===== src/rtl/bram_fifo_ctrl.sv =====
// First-word-fall-through FIFO controller around one 512x36 dual-port BRAM, with a 2-entry output skid.
// Define BRAM_FIFO_PARITY_EN to generate per-byte even parity on writes and check it on reads.
module bram_fifo_ctrl #(
    parameter int ADDR_W       = 9,
    parameter int DATA_W       = 32,
    parameter int AFULL_THRESH = 480
) (
    input  logic                  clk,
    input  logic                  rst_n,
    input  logic                  wr_valid,
    output logic                  wr_ready,
    input  logic [DATA_W-1:0]     wr_data,
    output logic                  rd_valid,
    input  logic                  rd_ready,
    output logic [DATA_W-1:0]     rd_data,
    output logic                  rd_perr,
    output logic [ADDR_W+1:0]     count,
    output logic                  almost_full,
    output logic [ADDR_W-1:0]     ram_addra,
    output logic [DATA_W-1:0]     ram_dia,
    output logic [DATA_W/8-1:0]   ram_dipa,
    output logic                  ram_ena,
    output logic                  ram_wea,
    output logic                  ram_ssra,
    output logic [ADDR_W-1:0]     ram_addrb,
    output logic                  ram_enb,
    output logic                  ram_web,
    output logic                  ram_ssrb,
    input  logic [DATA_W-1:0]     ram_dob,
    input  logic [DATA_W/8-1:0]   ram_dopb
);
    localparam int PAR_W = DATA_W / 8;
    localparam int DEPTH = 1 << ADDR_W;
    localparam int CNT_W = ADDR_W + 1;
    localparam int OCC_W = ADDR_W + 2;

    function automatic logic [PAR_W-1:0] byte_parity(input logic [DATA_W-1:0] d);
        logic [PAR_W-1:0] p;
        p = '0;
        for (int i = 0; i < PAR_W; i++) p[i] = ^d[8*i +: 8];
        return p;
    endfunction

    function automatic logic [CNT_W-1:0] sat_step(input logic [CNT_W-1:0] c,
                                                  input logic inc, input logic dec);
        if (inc && !dec && c != CNT_W'(DEPTH)) return c + CNT_W'(1);
        if (dec && !inc && c != '0) return c - CNT_W'(1);
        return c;
    endfunction

    logic [ADDR_W-1:0] wptr, rptr;
    logic [CNT_W-1:0]  ram_cnt, ram_cnt_next;
    logic              inflight;
    logic [1:0]        obuf_cnt, obuf_next, cap_slot;
    logic [OCC_W-1:0]  count_next;
    logic              push, pop, issue;
    logic              cap_perr_p1;
    logic [DATA_W-1:0] head_data_p2, tail_data_p2;
    logic              head_perr_p2, tail_perr_p2;

    // Stage p0: accept writes and issue reads; ram_cnt excludes this cycle's push so no read/write collision.
    assign push  = rst_n & wr_valid & wr_ready;
    assign pop   = rd_valid & rd_ready;
    assign issue = rst_n & (ram_cnt != '0) & ((obuf_cnt + 2'(inflight) - 2'(pop)) < 2'd2);

    assign obuf_next    = obuf_cnt + 2'(inflight) - 2'(pop);
    assign cap_slot     = obuf_cnt - 2'(pop);
    assign ram_cnt_next = sat_step(ram_cnt, push, issue);
    assign count_next   = OCC_W'(ram_cnt_next) + OCC_W'(issue) + OCC_W'(obuf_next);

    assign ram_ena   = push;
    assign ram_wea   = push;
    assign ram_addra = wptr;
    assign ram_dia   = wr_data;
    assign ram_ssra  = 1'b0;
    assign ram_enb   = issue;
    assign ram_addrb = rptr;
    assign ram_web   = 1'b0;
    assign ram_ssrb  = 1'b0;

    assign rd_valid = (obuf_cnt != 2'd0);
    assign rd_data  = head_data_p2;

`ifdef BRAM_FIFO_PARITY_EN
    assign ram_dipa    = byte_parity(wr_data);
    assign cap_perr_p1 = |(byte_parity(ram_dob) ^ ram_dopb);
    assign rd_perr     = rd_valid & head_perr_p2;
`else
    logic unused_par;
    assign ram_dipa    = '0;
    assign cap_perr_p1 = 1'b0;
    assign rd_perr     = 1'b0;
    assign unused_par  = ^{ram_dopb, head_perr_p2};
`endif

    always_ff @(posedge clk) begin
        if (!rst_n) begin
            wptr        <= '0;
            rptr        <= '0;
            ram_cnt     <= '0;
            inflight    <= 1'b0;
            obuf_cnt    <= 2'd0;
            count       <= '0;
            wr_ready    <= 1'b0;
            almost_full <= 1'b0;
        end else begin
            if (push)  wptr <= wptr + ADDR_W'(1);
            if (issue) rptr <= rptr + ADDR_W'(1);
            ram_cnt     <= ram_cnt_next;
            inflight    <= issue;
            obuf_cnt    <= obuf_next;
            count       <= count_next;
            wr_ready    <= (ram_cnt_next < CNT_W'(DEPTH));
            almost_full <= (count_next >= OCC_W'(AFULL_THRESH));
        end
    end

    // Stage p1 -> p2: a pop moves tail to head; a capture lands in the first slot left free after the pop.
    always_ff @(posedge clk) begin
        if (pop) begin
            head_data_p2 <= tail_data_p2;
            head_perr_p2 <= tail_perr_p2;
        end
        if (inflight) begin
            if (cap_slot == 2'd0) begin
                head_data_p2 <= ram_dob;
                head_perr_p2 <= cap_perr_p1;
            end else begin
                tail_data_p2 <= ram_dob;
                tail_perr_p2 <= cap_perr_p1;
            end
        end
    end
endmodule


===== config.mk =====
export PLATFORM = sky130hd
export DESIGN_NAME = bram_fifo_ctrl
export DESIGN_NICKNAME = d
export VERILOG_FILES = /design/src/rtl/bram_fifo_ctrl.sv
export SDC_FILE = /design/constraint.sdc
export NUM_CORES = 1
export LEC_CHECK = 0
export CAP_MARGIN = 10
export CORE_ASPECT_RATIO = 1.5
export CORE_UTILIZATION = 48
export CTS_CLUSTER_DIAMETER = 200
export DETAILED_ROUTE_END_ITERATION = 10
export HOLD_SLACK_MARGIN = 0.08
export PLACE_DENSITY = 0.95
export SYNTH_ARGS = -nofsm -noshare
export SYNTH_HDL_FRONTEND = slang
export SYNTH_SLANG_ARGS = --single-unit

===== constraint.sdc =====
create_clock -name clk -period 14.83 [get_ports clk]
set_clock_uncertainty 0.1 [all_clocks]
set_input_delay 4.449 -clock clk [delete_from_list [all_inputs] [get_ports clk]]
set_output_delay 4.449 -clock clk [all_outputs]
set_load 0.02 [all_outputs]

======== After elaboration in Yosys (flattened, before gate mapping) ========
Cells that the tools add are included.
word-level totals
  input port bits ......................... 72
  register bits ........................... 108
  output and inout bits ................... 107
operators by class
  mux-type cells .......................... 10
  add/subtract/negate cells ............... 9
  bitwise logic cells ..................... 6
  reduce and logical (&&, ||, !) cells .... 10
  equal/unequal tests ..................... 1
  $lt $le $gt $ge ......................... 3
operator list
  operator                 number
  $mux W32                 3
  $mux W10                 4
  $add A9 B1 Y9 const B    2
  $add A10 B1 Y11          1
  $add A11 B2 Y11          1
  $ge A11 B9 Y1 const B    1
  $add A10 B1 Y10 const B  1
  $lt A10 B10 Y1 const B   1
  $ne A10 B10 Y1 const B   1
  $reduce_bool A10 Y1      1
  $sub A10 B1 Y10 const B  1
  $and A1 B1 Y1            5
  $logic_and A1 B1 Y1      4
  $sub A2 B1 Y2            2
  $mux W1                  3
  $add A2 B1 Y2            1
  $logic_not A1 Y1         2
  $logic_not A2 Y1         1
  $lt A2 B2 Y1 const B     1
  $reduce_and A2 Y1        1
  $reduce_bool A2 Y1       1
  $not A1 Y1               1

======== Logic depth before layout (Yosys ltp) ========
Gate-level depths: netlist of the first run.
  depth after elaboration ................. 15
  mapped depth ............................ 16

======== Least setup slack after synthesis of the first run ========
No wires, ideal clock.
  path type ............................... input port to output port
  start point ............................. input rd_ready
  end point ............................... output ram_enb
  path slack .............................. 4.410 ns
  required time ........................... 10.281 ns
  arrival ................................. 5.871 ns
  stages on the path ...................... 7
  buffers on the path ..................... 2
  cells stage by stage .................... nor2b_1 a21o_1 ha_1 o21ai_1 and3_1 buf_6 clkbuf_1
between the ends
  longest elaborated chain between the ends .. 4
ends and longest elaborated chain
  what             RTL line  text
  start, declared  14        input logic rd_ready,
  $and A1 B1 Y1    63        assign pop = rd_valid & rd_ready;
  $sub A2 B1 Y2    64        assign issue = rst_n & (ram_cnt != '0) & ((obuf_cnt + 2'(inflight) - 2'(pop)) < 2'd2);
  $lt A2 B2 Y1     64
  $and A1 B1 Y1    64
  end, declared    26        output logic ram_enb,
No other way between the ends.

======== Final worst setup path of the first run ========
Same ends and word-level chain as after synthesis.

==> parameters.txt, run 1 <==
Parameter                              Value

Synthesis
  Synthesized cell area ... 4830 um2
  Synthesis-stage register bit count ... 108
  Most frequent cells after synthesis ... 76 x sky130_fd_sc_hd__dfxtp_1, 53 x sky130_fd_sc_hd__nand2_1, 41 x sky130_fd_sc_hd__buf_4
  Share of synthesized area occupied by flip-flops and latches ... 0.514
  Async SR Flop Fraction ... 0
  Number of synthesized flops with an enable pin ... 32
  Top-count cell post-synth ... sky130_fd_sc_hd__dfxtp_1
  Leading post-synthesis cells by cell area ... sky130_fd_sc_hd__dfxtp_1 32%, sky130_fd_sc_hd__edfxtp_1 20%, sky130_fd_sc_hd__mux2i_1 7.3%
  Number of unique standard cell types used by synthesis ... 46
  Mapped Cells ... 460
  Most used DFF post-synth ... sky130_fd_sc_hd__dfxtp_1
  Yosys warning count ... 0
  Cell type contributing the most total cell area after synthesis ... sky130_fd_sc_hd__dfxtp_1
  Per-instance average area after synthesis ... 10.5 um2
  Area share of the largest cell type after synthesis ... 0.315

Worst hold path
  Number of cells on the worst hold path ... 2
  Endpoint with the worst hold slack ... ram_addrb[1]
  Source of the worst hold timing path ... ram_addrb[1]
  Worst min-delay path class ... reg2reg

Place
  Cell Count Post-Placement ... 627
  Total of buffers placed on input and output ports ... 102
  Final HPWL from detailed placement ... 6850 um
  Setup Slack @ Placement ... 3.05 ns
  Standard cell area after detailed placement ... 5660 um2
  Routability cong. ... 0.833

Drt
  Number of violations reported at the end of detailed-routing iteration 0 ... 146
  Final ANT Viol Nets ... 0
  Via density per instance ... 5.22
  Final wirelength ... 9540 um
  Number of vias after detailed routing ... 3356
  DRC ... 22
  Routed len/inst ... 14.8 um
  Number of iterations in the first detailed-routing pass ... 8

STA
  Rel. slew slack ... 0.315
  Unrepaired setup endpoints after global routing ... false
  Hold Fails Final Rpt ... 0
  Max frequency ... 84.5 MHz
  Final critical path time including I/O delays and setup ... 11.84 ns
  Post-layout worst setup margin ... 2.99 ns
  Slew at the pin closest to its max-slew limit ... 1.02 ns
  Period utilization ... 0.798
  Final setup vio count ... 0
  Worst-case hold slack ... 0.397 ns
  Number of max-slew violations in the final report ... 0
  Final sum of negative setup slack ... 0 ns

Pwr
  Worst VDD drop ... 0.0937 mV
  Overall Power ... 1.15 mW
  Power density over the cells ... 193 nW/um2
  Cell leakage power ... 2.42 nW

Cells and area
  Combined area of the multi-input logic cells ... 1960 um2
  Fraction of final layout cells sized beyond drive strength 1 ... 0.0606
  Cell Count, Final, Fillers Out ... 643
  Antenna diodes ... 0
  Share of the core filled with cells in the final layout ... 0.611
  Layout Cell Area excl Fill ... 5950 um2
  Area growth, synth to finish ... 23.4%
  Fill cell instance count of the final layout ... 748
  Seq. cell area ... 2480 um2
  Nets@finish ... 603

Setup path
  Setup crit end kind ... output port
  Reg-to-reg setup timing slack ... 10.65 ns
  R2r endpoint ... almost_full
  Critical R2R Launch ... obuf_cnt[0]
  Logic depth of the worst register-to-register path ... 13
  Type of the worst setup path ... in2out
  Data required time of the critical path ... 10.28 ns
  Kind of start point of the critical path ... input port
  Arrival time of data at the critical path endpoint ... 7.29 ns
  Largest driver fanout on the critical path ... 20

Floorplan
  Boundary Pins ... 179
  Die area ... 10500 um2
  Die width ... 83.9 um
  Die extent in y ... 125 um
  Placeable core region ... 9740 um2
  Effective utilization at floorplan ... 0.495
  Std cell rows ... 44

Global route
  Leftover overflow at the end of global routing ... 0
  Largest net degree at the start of global routing ... 65
  Total Routing Usage GR ... 0.183
  First-pass GRT wire length ... 15500 um
  Number of antenna violations at the first check in global routing ... 0
  Via count of the first global-routing pass ... 3352

Run status
  Violated checks ... DRC
  Run status ... finished with violations

Flow run
  Max_cap viols ... 0

Clock network
  CTS root buf ... sky130_fd_sc_hd__clkbuf_16
  Latest clock arrival within the worst-skew pair ... 0.34 ns
  Clock net sink count ... 108
  Count of hold buffers inserted by post-cts repair ... 0
  Clk pin slew, worst setup/hold paths ... 0.07 ns
  Count of cells resized by post-cts repair ... 0
  CTS tree ... built
  Clock Tree Buf Depth ... 2
  Setup Fix Bufs, Post-CTS ... 0
  Number of levels in the clock H-tree ... 3
  TritonCTS buffer count ... 9
## cell usage in the layout, fill, tap and decap left out, types with 3 or more instances in the layout
cell type                         instances
sky130_fd_sc_hd__a21boi_0                 3
sky130_fd_sc_hd__a31oi_1                  4
sky130_fd_sc_hd__and2_1                  38
sky130_fd_sc_hd__and3_1                   8
sky130_fd_sc_hd__and4_1                   4
sky130_fd_sc_hd__clkbuf_16                9
sky130_fd_sc_hd__clkdlybuf4s50_1        102
sky130_fd_sc_hd__conb_1                   8
sky130_fd_sc_hd__dfxtp_1                 76
sky130_fd_sc_hd__edfxtp_1                32
sky130_fd_sc_hd__ha_1                     6
sky130_fd_sc_hd__inv_1                    7
sky130_fd_sc_hd__inv_6                    3
sky130_fd_sc_hd__mux2i_1                 35
sky130_fd_sc_hd__nand2_1                 52
sky130_fd_sc_hd__nand3_1                 10
sky130_fd_sc_hd__nand4_1                  8
sky130_fd_sc_hd__nor2_1                   8
sky130_fd_sc_hd__nor2b_1                  3
sky130_fd_sc_hd__nor3_1                   4
sky130_fd_sc_hd__o21ai_0                 38
sky130_fd_sc_hd__or3_1                    7
sky130_fd_sc_hd__xnor2_1                 22
sky130_fd_sc_hd__xor2_1                   6
## layout make-up
class                           instances  area share
Sequential cell                       108       0.417
Multi-Input combinational cell        292       0.330
Timing Repair Buffer                  104       0.174
Clock buffer                            9      0.0378
Tap cell                              115      0.0242
Clock inverter                          7      0.0124
Inverter                                8     0.00504
## per-layer routing
layer  wire length, um  GRT usage  part of all wire  vias up
met5                 0          0                 0        -
met4               234     0.0811             0.025        0
met3               428     0.0431             0.045       21
met2              5280      0.339              0.55       98
met1              3600      0.193              0.38     1583
li1                  -          -                 -     1654
## cells by family after synthesis
| logic type | Yosys count | share of synthesized area |
|---|---|---|
| compound gates | 57 | 0.0682 |
| xor+xnor | 30 | 0.0576 |
| fa+ha+maj | 8 | 0.0239 |
| buf+inv | 67 | 0.0856 |
| flops | 108 | 0.514 |
| mux | 37 | 0.0778 |
| other cells | 1 | 0.000777 |
| simple gates | 152 | 0.172 |
## where the power goes
group / switching, mW / internal (mW) / total (mW) / leakage [nW]
clock network: 0.112 / 0.120 / 0.232 / 0.148
logic: 0.269 / 0.224 / 0.493 / 1.36
registers: 0.0430 / 0.382 / 0.425 / 0.918
## how the worst max path moves through the flow
stage               slack, ns     start  endpoint  depth (start not counted)
floorplan                4.41  rd_ready   ram_enb                          7
global placement         3.16  rd_ready   ram_enb                          7
detailed placement       3.05  rd_ready   ram_enb                          7
CTS                      3.03  rd_ready   ram_enb                          7
global route             2.83  rd_ready   ram_enb                          7
finish                   2.99  rd_ready   ram_enb                          7
## critical path, stage by stage
cell,delay (ns)
sky130_fd_sc_hd__clkdlybuf4s50_1,0.50
sky130_fd_sc_hd__nor2b_1,0.29
sky130_fd_sc_hd__a21o_1,0.17
sky130_fd_sc_hd__ha_1,0.17
sky130_fd_sc_hd__o31a_1,0.18
sky130_fd_sc_hd__and3_1,0.76
sky130_fd_sc_hd__clkdlybuf4s50_1,0.75
## sequential cells by signal, indices dropped and copies added, names as in the netlist
signal        cells
ram_cnt          10
ram_addra         9
inflight          1
rd_data          32
tail_data_p2     32
ram_addrb         9
count            11
almost_full       1
obuf_cnt          2
wr_ready          1
Power figures use the tool's default switching activity.
==> inputs of run 2 (changes only) <==
CORE_UTILIZATION = 40   (was 48)
PLACE_DENSITY = 0.85   (was 0.95)
clock period = 10.63 ns   (was 14.83 ns; I/O delays follow)
==> run 2 against run 1 <==
- sequential power rose by 40%
- the flow now finishes without violations
- first-iteration DRC count fell by 40%
- worst hold slack improved by 0.018 ns
- die area rose by 20%
- flip-flop and latch count did not move
- register-to-register slack got worse by 3.8 ns
- design area rose by 0.97%
- wire length rose by 0.81%
- total power rose by 41%
==> parameters.txt, run 2 (synthesis results as in run 1) <==
Parameter                              Value

Setup path
  Kind of start point of the critical path ... input port
  Type of the worst setup path ... in2out
  Largest driver fanout on the critical path ... 4 (-80%)
  Data required time of the critical path ... 7.34 ns (-2.94 ns)
  Cell mode on critical path ... sky130_fd_sc_hd__clkdlybuf4s50_1
  Peak per-stage delay on the critical path ... 0.57 ns (-0.19 ns)
  Setup crit end kind ... output port
  Critical path, cell by cell ... clkdlybuf4s50_1 -> nor2b_1 -> a21o_1 -> ha_1 -> o31a_1 -> and3_1 -> clkdlybuf4s50_1
  Top Family by Delay on Critical Path ... buffers and inverters
  Critical R2R Launch ... obuf_cnt[0]
  Reg-to-reg setup timing slack ... 6.85 ns (-3.80 ns)
  Cell with the largest stage delay on the worst path ... sky130_fd_sc_hd__clkdlybuf4s50_1
  Logic depth of the worst register-to-register path ... 14 (+1)
  Logic depth of the worst path, buffers included ... 7 (unchanged)
  Buffer and inverter count on the worst path ... 2 (unchanged)
  R2r endpoint ... almost_full
  Arrival time of data at the critical path endpoint ... 5.31 ns (-1.98 ns)

Worst hold path
  Worst min-delay path class ... reg2reg
  Source of the worst hold timing path ... ram_addrb[1]
  Number of cells on the worst hold path ... 2 (unchanged)
  Endpoint with the worst hold slack ... ram_addrb[1]

STA
  Period utilization ... 0.809
  Final setup vio count ... 0 (unchanged)
  Post-layout worst setup margin ... 2.04 ns (-0.957 ns)
  Slew at the pin closest to its max-slew limit ... 1.02 ns (-0.00764 ns)
  Rel. slew slack ... 0.320 (+0.00511)
  Final sum of negative setup slack ... 0 ns (unchanged)
  Final critical path time including I/O delays and setup ... 8.59 ns
  Max frequency ... 116 MHz
  Hold Fails Final Rpt ... 0 (unchanged)
  Worst-case hold slack ... 0.416 ns (+0.0181 ns)
  Number of max-slew violations in the final report ... 0 (unchanged)
  Unrepaired setup endpoints after global routing ... false

Place
  Routability cong. ... 0.882 (+6.0%)
  Setup Slack @ Placement ... 2.04 ns (-1.01 ns)
  Total of buffers placed on input and output ports ... 102 (unchanged)
  Cell Count Post-Placement ... 662 (+5.6%)
  Final HPWL from detailed placement ... 7090 um (+3.5%)
  Standard cell area after detailed placement ... 5700 um2 (+0.86%)

Cells and area
  Fill cell instance count of the final layout ... 1041 (+39%)
  Seq. cell area ... 2480 um2 (unchanged)
  Area growth, synth to finish ... 24.6%
  Cell Count, Final, Fillers Out ... 678 (+5.4%)
  Combined area of the multi-input logic cells ... 1970 um2 (+0.26%)
  Antenna diodes ... 0 (unchanged)
  Layout Cell Area excl Fill ... 6010 um2 (+0.97%)
  Fraction of final layout cells sized beyond drive strength 1 ... 0.0587 (-0.00189)
  Most common cell after layout, fill and taps aside ... sky130_fd_sc_hd__clkdlybuf4s50_1
  Nets@finish ... 603 (unchanged)
  Leading cell types in the layout, fill and taps excluded ... 102 x sky130_fd_sc_hd__clkdlybuf4s50_1, 76 x sky130_fd_sc_hd__dfxtp_1, 52 x sky130_fd_sc_hd__nand2_1

Clock network
  Clock Tree Buf Depth ... 2 (unchanged)
  Clock net sink count ... 108 (unchanged)
  Number of levels in the clock H-tree ... 3 (unchanged)
  Latest clock arrival within the worst-skew pair ... 0.34 ns (about the same)
  Count of hold buffers inserted by post-cts repair ... 0 (unchanged)
  CTS tree ... built
  TritonCTS buffer count ... 9 (unchanged)
  Setup Fix Bufs, Post-CTS ... 0 (unchanged)
  Count of cells resized by post-cts repair ... 0 (unchanged)
  Clk pin slew, worst setup/hold paths ... 0.08 ns (about the same)
  CTS root buf ... sky130_fd_sc_hd__clkbuf_16

Pwr
  Net switching power figure ... 0.586 mW (+38%)
  Power density over the cells ... 270 nW/um2 (+40%)
  Cell internal power dissipation ... 1.04 mW (+43%)
  Cell leakage power ... 2.43 nW (+0.26%)
  Worst VDD drop ... 0.0906 mV (-3.3%)
  Sequential cell fraction of total power ... 0.365 (-0.004)
  Fraction of power consumed by the clock network ... 0.210 (+0.008)
  Combinational group share of total power ... 0.425 (-0.004)
  Switching part of the total ... 0.361 (-0.00724)

Global route
  Leftover overflow at the end of global routing ... 0 (unchanged)
  Total Routing Usage GR ... 0.155 (-0.0277)
  Number of antenna violations at the first check in global routing ... 0 (unchanged)
  Via count of the first global-routing pass ... 3327 (-0.75%)
  First-pass GRT wire length ... 15500 um (+0.22%)
  Largest net degree at the start of global routing ... 65 (unchanged)

Floorplan
  Effective utilization at floorplan ... 0.414 (-0.0811)
  Std cell rows ... 48 (+9.1%)
  Die extent in y ... 137 um (+9.4%)
  Die area ... 12500 um2 (+20%)
  Boundary Pins ... 179 (unchanged)
  Die width ... 91.7 um (+9.3%)
  Placeable core region ... 11700 um2 (+20%)

Drt
  Number of iterations in the first detailed-routing pass ... 4 (-4)
  DRC ... 0 (-100%)
  Met2 WL post-DR ... 5260 um (-0.36%)
  Top routing layer in use ... met4
  M1 wire length ... 3700 um (+2.9%)
  Final ANT Viol Nets ... 0 (unchanged)
  Final wirelength ... 9620 um (+0.81%)
  Routed len/inst ... 14.2 um (-4.4%)
  Via density per instance ... 4.99 (-4.5%)
  Met3 routed WL ... 448 um (+4.7%)
  Number of vias after detailed routing ... 3380 (+0.72%)
  Number of violations reported at the end of detailed-routing iteration 0 ... 88 (-40%)

Flow run
  Max_cap viols ... 0 (unchanged)

Run status
  Run status ... completed
## run 2: cell count changes in the layout (fill, tap and decap cells not counted), sizes merged
cell | previous run | this run
inv | 13 | 12
bufinv | 0 | 1
## run 2: through the flow
stage	total power, mW	util
final	1.62	0.516
after global routing	1.72	0.516
after floorplan	1.05	-
after detailed placement	1.30	0.490
after global placement	1.27	0.490
after CTS	1.64	0.516
## run 2: metal layers
metal | vias to the layer above | track usage
met3 | 16 | 0.0394
li1 | 1652 | -
met2 | 105 | 0.289
met1 | 1607 | 0.161
met4 | 0 | 0.0741
met5 | - | 0
## run 2: layout make-up
| class | instances | share of cell area |
|---|---|---|
| Sequential cell | 108 | 0.413 |
| Tap cell | 150 | 0.0312 |
| Clock inverter | 7 | 0.0137 |
| Inverter | 8 | 0.00499 |
| Multi-Input combinational cell | 292 | 0.327 |
| Timing Repair Buffer | 104 | 0.172 |
| Clock buffer | 9 | 0.0375 |
## run 2: worst register-to-register path, delay by kind of cell, from the launching register on
family	cells	cell delay [ns]
fa+ha+maj	3	1.12
compound gates	5	1.00
buf+inv	2	0.36
simple gates	2	0.34
flops	1	0.32
mux	1	0.32
xor+xnor	1	0.12
## run 2: power by group through the flow
stage,Clock [mW],Sequential (mW),Combinational (mW)
after floorplan,0,0.686,0.369
after global placement,0,0.595,0.672
after detailed placement,0,0.602,0.694
after CTS,0.347,0.593,0.696
after global routing,0.362,0.605,0.754
final,0.340,0.593,0.689
## run 2: worst max path at each step
stage | startpoint | endpoint
2_1_floorplan | rd_ready | ram_enb
3_3_place_gp | rd_ready | ram_enb
3_5_place_dp | rd_ready | ram_enb
4_1_cts | rd_ready | ram_enb
5_1_grt | rd_ready | ram_enb
6_report | rd_ready | ram_enb
